===== src/rtl/alu_pkg.sv =====
// rtl/alu_pkg.sv - shared opcode, flag, state and flag-mask definitions for the execute stage
package alu_pkg;

  localparam int NREGS = 16;
  localparam int WIDTH = 16;
  localparam int IDXW  = $clog2(NREGS);

  // Opcode encoding shared with the combinational ALU
  localparam logic [4:0] OP_ADD    = 5'd0;
  localparam logic [4:0] OP_ADDI   = 5'd1;
  localparam logic [4:0] OP_ADDU   = 5'd2;
  localparam logic [4:0] OP_ADDUI  = 5'd3;
  localparam logic [4:0] OP_ADDC   = 5'd4;
  localparam logic [4:0] OP_ADDCU  = 5'd5;
  localparam logic [4:0] OP_ADDCUI = 5'd6;
  localparam logic [4:0] OP_ADDCI  = 5'd7;
  localparam logic [4:0] OP_SUB    = 5'd8;
  localparam logic [4:0] OP_SUBI   = 5'd9;
  localparam logic [4:0] OP_CMP    = 5'd10;
  localparam logic [4:0] OP_CMPI   = 5'd11;
  localparam logic [4:0] OP_CMPUI  = 5'd12;
  localparam logic [4:0] OP_AND    = 5'd13;
  localparam logic [4:0] OP_OR     = 5'd14;
  localparam logic [4:0] OP_XOR    = 5'd15;
  localparam logic [4:0] OP_NOT    = 5'd16;
  localparam logic [4:0] OP_LSH    = 5'd17;
  localparam logic [4:0] OP_LSHI   = 5'd18;
  localparam logic [4:0] OP_RSH    = 5'd19;
  localparam logic [4:0] OP_RSHI   = 5'd20;
  localparam logic [4:0] OP_ALSH   = 5'd21;
  localparam logic [4:0] OP_ARSH   = 5'd22;
  localparam logic [4:0] OP_NOP    = 5'd23;

  // Flag bit positions within {C,L,F,Z,N}
  localparam int FLAG_C = 4;
  localparam int FLAG_L = 3;
  localparam int FLAG_F = 2;
  localparam int FLAG_Z = 1;
  localparam int FLAG_N = 0;

  typedef enum logic [1:0] {
    IDLE = 2'd0,
    EXEC = 2'd1,
    WB   = 2'd2
  } state_t;

  // Which PSR bits an opcode is allowed to change
  function automatic logic [4:0] flag_mask(input logic [4:0] op);
    logic [4:0] m;
    m = 5'b00000;
    case (op)
      OP_ADD, OP_ADDI, OP_ADDU, OP_ADDUI, OP_ADDC, OP_ADDCU, OP_ADDCUI, OP_ADDCI,
      OP_SUB, OP_SUBI: begin
        m[FLAG_C] = 1'b1;
        m[FLAG_F] = 1'b1;
      end
      OP_CMP, OP_CMPI, OP_CMPUI: begin
        m[FLAG_L] = 1'b1;
        m[FLAG_Z] = 1'b1;
        m[FLAG_N] = 1'b1;
      end
      default: m = 5'b00000;
    endcase
    return m;
  endfunction

endpackage


===== src/rtl/regfile_16x16.sv =====
// rtl/regfile_16x16.sv - register file with two operand read ports, a debug read port and one write port
module regfile_16x16 #(
  parameter int NREGS = 16,
  parameter int WIDTH = 16
) (
  input  logic                     clk,
  input  logic                     rst_n,
  input  logic                     we,
  input  logic [$clog2(NREGS)-1:0] waddr,
  input  logic [WIDTH-1:0]         wdata,
  input  logic [$clog2(NREGS)-1:0] raddr_a,
  output logic [WIDTH-1:0]         rdata_a,
  input  logic [$clog2(NREGS)-1:0] raddr_b,
  output logic [WIDTH-1:0]         rdata_b,
  input  logic [$clog2(NREGS)-1:0] dbg_addr,
  output logic [WIDTH-1:0]         dbg_data
);

  logic [WIDTH-1:0] mem [NREGS];

  // Clear every entry on reset, otherwise write one entry per enabled cycle
  always_ff @(posedge clk or negedge rst_n) begin
    if (!rst_n) begin
      for (int i = 0; i < NREGS; i++) begin
        mem[i] <= '0;
      end
    end else if (we) begin
      mem[waddr] <= wdata;
    end
  end

  // Reads are combinational, so a same-cycle write is only seen after the edge
  always_comb begin
    rdata_a  = mem[raddr_a];
    rdata_b  = mem[raddr_b];
    dbg_data = mem[dbg_addr];
  end

endmodule


===== src/rtl/alu_exec_ctrl.sv =====
// rtl/alu_exec_ctrl.sv - single-issue execute sequencer wrapping operand fetch, ALU drive and writeback
module alu_exec_ctrl
  import alu_pkg::*;
#(
  parameter int NREGS = 16,
  parameter int WIDTH = 16
) (
  input  logic                     clk,
  input  logic                     reset_n,
  input  logic                     InValid,
  output logic                     InReady,
  input  logic [4:0]               InOp,
  input  logic [$clog2(NREGS)-1:0] InDest,
  input  logic [$clog2(NREGS)-1:0] InSrc,
  input  logic [7:0]               InImm,
  output logic [WIDTH-1:0]         AluA,
  output logic [WIDTH-1:0]         AluB,
  output logic [4:0]               AluOp,
  output logic                     AluCin,
  input  logic [WIDTH-1:0]         AluOut,
  input  logic [4:0]               AluFlags,
  output logic [4:0]               Psr,
  output logic                     Done,
  output logic                     IllegalOp,
  input  logic [$clog2(NREGS)-1:0] DbgAddr,
  output logic [WIDTH-1:0]         DbgData
);

  localparam int AW = $clog2(NREGS);

  state_t           state, state_nxt;
  logic [4:0]       op_q;
  logic [AW-1:0]    dest_q;
  logic [7:0]       imm_q;
  logic [WIDTH-1:0] rs_q, rd_q, res_q;
  logic [4:0]       flags_q, psr_q;
  logic [WIDTH-1:0] rf_src, rf_dest;
  logic             accept, illegal, wb_en;
  logic [4:0]       mask;

  assign accept  = InValid && (state == IDLE);
  assign illegal = (op_q > OP_NOP);
  assign mask    = illegal ? 5'b00000 : flag_mask(op_q);
  assign wb_en   = (state == WB) && !illegal &&
                   (op_q != OP_CMP) && (op_q != OP_CMPI) &&
                   (op_q != OP_CMPUI) && (op_q != OP_NOP);
  assign Psr     = psr_q;

  regfile_16x16 #(.NREGS(NREGS), .WIDTH(WIDTH)) u_rf (
    .clk      (clk),
    .rst_n    (reset_n),
    .we       (wb_en),
    .waddr    (dest_q),
    .wdata    (res_q),
    .raddr_a  (InSrc),
    .rdata_a  (rf_src),
    .raddr_b  (InDest),
    .rdata_b  (rf_dest),
    .dbg_addr (DbgAddr),
    .dbg_data (DbgData)
  );

  // FSM state register; reset mid-instruction simply drops it
  always_ff @(posedge clk or negedge reset_n) begin
    if (!reset_n) state <= IDLE;
    else          state <= state_nxt;
  end

  // Next state and handshake/status outputs
  always_comb begin
    state_nxt = state;
    InReady   = 1'b0;
    Done      = 1'b0;
    IllegalOp = 1'b0;
    case (state)
      IDLE: begin
        InReady = 1'b1;
        if (InValid) state_nxt = EXEC;
      end
      EXEC: state_nxt = WB;
      WB: begin
        Done      = 1'b1;
        IllegalOp = illegal;
        state_nxt = IDLE;
      end
      default: state_nxt = IDLE;
    endcase
  end

  // Capture the instruction and both pre-instruction operands at accept, the ALU result in EXEC
  always_ff @(posedge clk or negedge reset_n) begin
    if (!reset_n) begin
      op_q    <= OP_NOP;
      dest_q  <= '0;
      imm_q   <= '0;
      rs_q    <= '0;
      rd_q    <= '0;
      res_q   <= '0;
      flags_q <= '0;
    end else begin
      if (accept) begin
        op_q   <= InOp;
        dest_q <= InDest;
        imm_q  <= InImm;
        rs_q   <= rf_src;
        rd_q   <= rf_dest;
      end
      if (state == EXEC) begin
        res_q   <= AluOut;
        flags_q <= AluFlags;
      end
    end
  end

  // Merge ALU flags into the PSR only on the bits this opcode owns
  always_ff @(posedge clk or negedge reset_n) begin
    if (!reset_n)          psr_q <= '0;
    else if (state == WB)  psr_q <= (psr_q & ~mask) | (flags_q & mask);
  end

  // ALU inputs are only meaningful in EXEC; elsewhere the ALU sees a NOP
  always_comb begin
    AluA   = '0;
    AluB   = '0;
    AluOp  = OP_NOP;
    AluCin = 1'b0;
    if (state == EXEC) begin
      AluB  = rd_q;
      AluOp = illegal ? OP_NOP : op_q;
      case (op_q)
        OP_ADDI, OP_ADDCI, OP_SUBI, OP_CMPI: AluA = {{(WIDTH-8){imm_q[7]}}, imm_q};
        OP_ADDUI, OP_ADDCUI, OP_CMPUI:      AluA = {{(WIDTH-8){1'b0}}, imm_q};
        OP_LSHI, OP_RSHI:                   AluA = {{(WIDTH-4){1'b0}}, imm_q[3:0]};
        default:                            AluA = rs_q;
      endcase
      if ((op_q == OP_ADDC) || (op_q == OP_ADDCU) ||
          (op_q == OP_ADDCUI) || (op_q == OP_ADDCI)) begin
        AluCin = psr_q[FLAG_C];
      end
    end
  end

endmodule


===== config.mk =====
export PLATFORM = sky130hd
export DESIGN_NAME = alu_exec_ctrl
export DESIGN_NICKNAME = d
export VERILOG_FILES = /design/src/rtl/alu_pkg.sv /design/src/rtl/regfile_16x16.sv /design/src/rtl/alu_exec_ctrl.sv
export SDC_FILE = /design/constraint.sdc
export NUM_CORES = 1
export LEC_CHECK = 0
export CAP_MARGIN = 5
export CORE_UTILIZATION = 30
export DETAILED_ROUTE_END_ITERATION = 16
export SYNTH_ARGS = -nofsm -noshare
export SYNTH_HDL_FRONTEND = slang
export SYNTH_SLANG_ARGS = --single-unit

===== constraint.sdc =====
create_clock -name clk -period 6.1 [get_ports clk]
set_input_delay 1.83 -clock clk [delete_from_list [all_inputs] [get_ports clk]]
set_output_delay 1.83 -clock clk [all_outputs]
set_load 0.005 [all_outputs]

==> results <==
- The share of flip-flops with an asynchronous set or reset is 100%.
- After floorplanning, the core was divided into 92 placement rows.
- The footprint of the flip-flops and latches is 8340 um2.
- The worst path setup slack after routing is 0.330 ns.
- The final hold slack is 0.458 ns.
- The fraction of final layout cells sized beyond drive strength 1 is 44.7%.
- The height of the die is 255 um.
- STA classifies the critical path startpoint as a primary input.
- The most critical setup path has its startpoint at DbgAddr[0].
- Measured against its own limit, the worst slew margin works out to 34.4%.
- The maximum VDD drop is 0.173 mV.
- TritonCTS built the clock tree.
- The antenna violation net count after detailed routing is 0.
- The register clock-pin slew on the reported worst setup and hold paths is 0.06 ns.
- The maximum number of pins on one net before global-route repair is 88.
- The startpoint of the lowest-slack hold path is rd_q[12].
- The initial antenna violation count came to 3.
- Routability-driven placement finished with a final weighted congestion of 0.827.
- Fill cells in the final layout number 6,063.
- In the synthesized netlist, the number of instances is 1,294.
- In this run the post-CTS setup repair buffer count came out at 0.
- Synthesis inferred 333 register bits.
- The total CTS buffers is 38.
- The maximum fanout along the worst path is 18.
- The worst hold path passes through 2 cells.
- The width of the die is 255 um.
- The total power after layout is 9.26 mW.
- The number of slew-limit violations in the final report came to 0.
- The later pin in the worst-skew pair is clocked with a latency of 0.57 ns.
- The critical path contains buffers and inverters numbering 3 combined.
- The count of unique library cells instantiated by Yosys is 49.
- The total detailed-routing wirelength is 57,700 um.
- In this run, synthesis inferred 0 flip-flops with an integrated enable.
- In this run the number of cells on the critical path is 5.
- For this run, the top clock speed supported by timing is 173 MHz.
- The post-layout utilization of the core is 35.4%.
- The tree built by TritonCTS fans out to 333 sinks.
- The growth of design area from synthesis to finish is 16.6%.
- The number of buffers inserted by port buffering is 110.
- At the worst endpoint, the arrival time is 3.94 ns.
- The number of global-route vias before repair is 12,900.
- The reg-to-reg startpoint is op_q[2].
- The class of the most critical hold timing path is register to register.
- Using the TritonRoute via totals, the vias-per-cell ratio works out to 5.58.
- The number of buffers between clock root and the deepest sink is 3.
- The Yosys step of the flow raised 0 warnings.
- The remaining routing DRC violations is 0.
- Counting cells, the worst reg-to-reg path comes to 6.
- Detailed placement finished with a half-perimeter wire length of 36,000 um.
- The boundary pin count is 111.
- The core region area is 63,100 um2.
- The pre-antenna-repair detailed-routing pass consisted of 5 iterations.
- Subtracting the final worst setup slack from the clock period gives 5.77 ns.
- The routed length per placed instance is 25.8 um.
- The clock skew after layout is 0.0220 ns.
- The synthesized area is 19,200 um2.
- After synthesis, flip-flops and latches occupy 43.5% of the total area.
- The footprint of the multi-input gates is 10,100 um2.
- Grouping stages by cell kind, the critical path spends the most delay in multiplexers.
- The overall routing resource usage is 18.3%.
- The final-stage net count is 1,417.
- The H-tree was split into 2 levels.
- The setup path with the least slack is of type primary input to output pin.
- With fillers left out, the area of the finished cells amounts to 22,300 um2.
- The setup slack after placement is 0.293 ns.
- Setup repair after global routing left no endpoint under its margin.
- The floorplan step defined a die boundary enclosing 64,900 um2.
- Once placement finished, the instance area stood at 21,100 um2.
- The data required time of the worst path is 4.27 ns.
- In this design, the critical path's most frequently occurring cell is sky130_fd_sc_hd__mux4_2.
- The measured slew at the worst slew-check pin is 0.982 ns.
- The per-instance average area after synthesis is 14.8 um2.
- The non-filler instance count after layout is 2,241.
- The static leakage is 9.32 nW.
- In this run, post-CTS repair resized a total of 0 instances.
- The longest individual stage delay on the worst path is 0.56 ns.
- The leftover overflow at the end of global routing is 0.
- Buffers inserted to repair hold after CTS numbered 0.
- Traced cell by cell, the critical path runs through buf_4 > buf_12 > mux4_2 > mux4_2 > clkdlybuf4s50_1.
- The first global-routing pass estimated 87,900 um of wire.
- The flow ran to the end, and the final reports show no timing, DRC or antenna violations.
- The number of DRC markers in iteration 0 is 776.
- The worst setup path is captured at an output pin.
- The total power divided by cell area is 415 nW/um2.
- Including well taps, the total number of placed cells is 2,174.
- The initial utilization of the core area, before any placement, comes to 30.4%.
- The slowest stage of the critical path is the sky130_fd_sc_hd__mux4_2 cell.
- The post-synth net total is 1,343.
- The total setup violations reported at the end of the flow is 0.
- Max-cap violations in this run came to 0.
- The final count of hold timing violations is 0.
- The dominant register cell in the synthesized netlist is sky130_fd_sc_hd__dfrtp_1.
- 0 antenna diodes ended up in the layout.
- The setup total negative slack is 0 ns.
- The vias after detailed routing is 12,500.
- The tree is rooted in a sky130_fd_sc_hd__clkbuf_16.
- Of the available clock period, the critical path in the final layout requires 94.6%.
power by group:
| part | internal (mW) | total (mW) | switching (mW) |
|---|---|---|---|
| Sequential | 3.10 | 4.16 | 1.06 |
| Combinational | 1.91 | 2.86 | 0.953 |
| Clock | 1.30 | 2.24 | 0.937 |
| Total | 6.31 | 9.26 | 2.95 |
final cells by class:
type | instances | area share (%)
tap | 846 | 4.74
clock buffer | 58 | 4.96
timing repair buffer | 157 | 6.84
multi-input combinational | 825 | 45.5
inverter | 13 | 0.219
sequential | 333 | 37.3
clock inverter | 9 | 0.454
cell usage after synthesis, types with 8 or more instances:
cell type | number | share of area, %
sky130_fd_sc_hd__mux2_1 | 10 | 0.59
sky130_fd_sc_hd__mux2i_1 | 55 | 2.9
sky130_fd_sc_hd__nor4_4 | 10 | 1.1
sky130_fd_sc_hd__nand2_1 | 75 | 1.5
sky130_fd_sc_hd__a22o_1 | 8 | 0.37
sky130_fd_sc_hd__mux2_2 | 294 | 17
sky130_fd_sc_hd__buf_2 | 31 | 0.81
sky130_fd_sc_hd__and2_1 | 20 | 0.65
sky130_fd_sc_hd__mux4_2 | 195 | 23
sky130_fd_sc_hd__buf_6 | 16 | 0.94
sky130_fd_sc_hd__clkbuf_1 | 59 | 1.2
sky130_fd_sc_hd__a211oi_1 | 8 | 0.31
sky130_fd_sc_hd__inv_1 | 13 | 0.25
sky130_fd_sc_hd__nor2b_1 | 11 | 0.36
sky130_fd_sc_hd__a22oi_1 | 20 | 0.78
sky130_fd_sc_hd__o21ai_0 | 40 | 1.0
sky130_fd_sc_hd__nor2_1 | 9 | 0.18
sky130_fd_sc_hd__dfrtp_1 | 329 | 43
sky130_fd_sc_hd__buf_1 | 11 | 0.22
sky130_fd_sc_hd__nand3_1 | 8 | 0.21
sky130_fd_sc_hd__a2bb2oi_1 | 12 | 0.55
cells by family after synthesis:
logic type                Yosys count  share of synthesized area [%]
muxes                             555                           43.8
DFF                               333                           43.5
and+or+nand+nor                   155                           4.92
buffers and inverters             136                           3.60
AOI/OAI and AO/OA                 114                           4.14
xor gates and xnor gates            1                         0.0457
path summary, 6_finish.rpt:
| check | to | slack (ns) |
|---|---|---|
| min | rd_q[12] | 0.46 |
| max in group asynchronous | u_rf.mem[246] | 3.70 |
| max | DbgData[8] | 0.33 |
| max reg2reg | u_rf.mem[68] | 3.28 |
| min reg2reg | rd_q[12] | 0.46 |
| min in group asynchronous | res_q[1] | 1.26 |
worst min-delay path, cell delays in order (launching register included):
cell and delay [ns]:
sky130_fd_sc_hd__dfrtp_1 0.33, sky130_fd_sc_hd__nand2_1 0.05, sky130_fd_sc_hd__nand2_1 0.04
state kept, by name (all words and copies together) (netlist names), named ones only:
signal / count
u_rf.mem: 256
rd_q: 16
res_q: 16
rs_q: 16
imm_q: 8
flags_q: 5
op_q: 5
dest_q: 4
state: 2
cell usage in the layout, fill, tap and decap left out, types with 3 or more instances in the layout:
cell,instances
sky130_fd_sc_hd__a211oi_1,8
sky130_fd_sc_hd__a21oi_1,6
sky130_fd_sc_hd__a22o_1,8
sky130_fd_sc_hd__a22oi_1,20
sky130_fd_sc_hd__a2bb2oi_1,12
sky130_fd_sc_hd__a32o_1,4
sky130_fd_sc_hd__and2_1,20
sky130_fd_sc_hd__buf_12,8
sky130_fd_sc_hd__buf_2,4
sky130_fd_sc_hd__buf_4,44
sky130_fd_sc_hd__clkbuf_1,13
sky130_fd_sc_hd__clkbuf_16,39
sky130_fd_sc_hd__clkbuf_8,6
sky130_fd_sc_hd__clkdlybuf4s50_1,100
sky130_fd_sc_hd__clkinv_2,3
sky130_fd_sc_hd__dfrtp_1,329
sky130_fd_sc_hd__dfstp_2,4
sky130_fd_sc_hd__inv_1,13
sky130_fd_sc_hd__mux2_1,10
sky130_fd_sc_hd__mux2_2,294
sky130_fd_sc_hd__mux2i_1,55
sky130_fd_sc_hd__mux4_2,195
sky130_fd_sc_hd__nand2_1,75
sky130_fd_sc_hd__nand2b_1,5
sky130_fd_sc_hd__nand3_1,8
sky130_fd_sc_hd__nor2_1,9
sky130_fd_sc_hd__nor2b_1,10
sky130_fd_sc_hd__nor4_4,12
sky130_fd_sc_hd__o211ai_1,7
sky130_fd_sc_hd__o21ai_0,40
sky130_fd_sc_hd__or4_1,4
per-layer routing:
layer	track usage [%]	wire [um]
met1	25.2	24800
met2	28.4	26700
met3	4.09	4510
met4	5.97	1720
met5	0	34
Note: power is estimated with default switching activity, not from simulation.
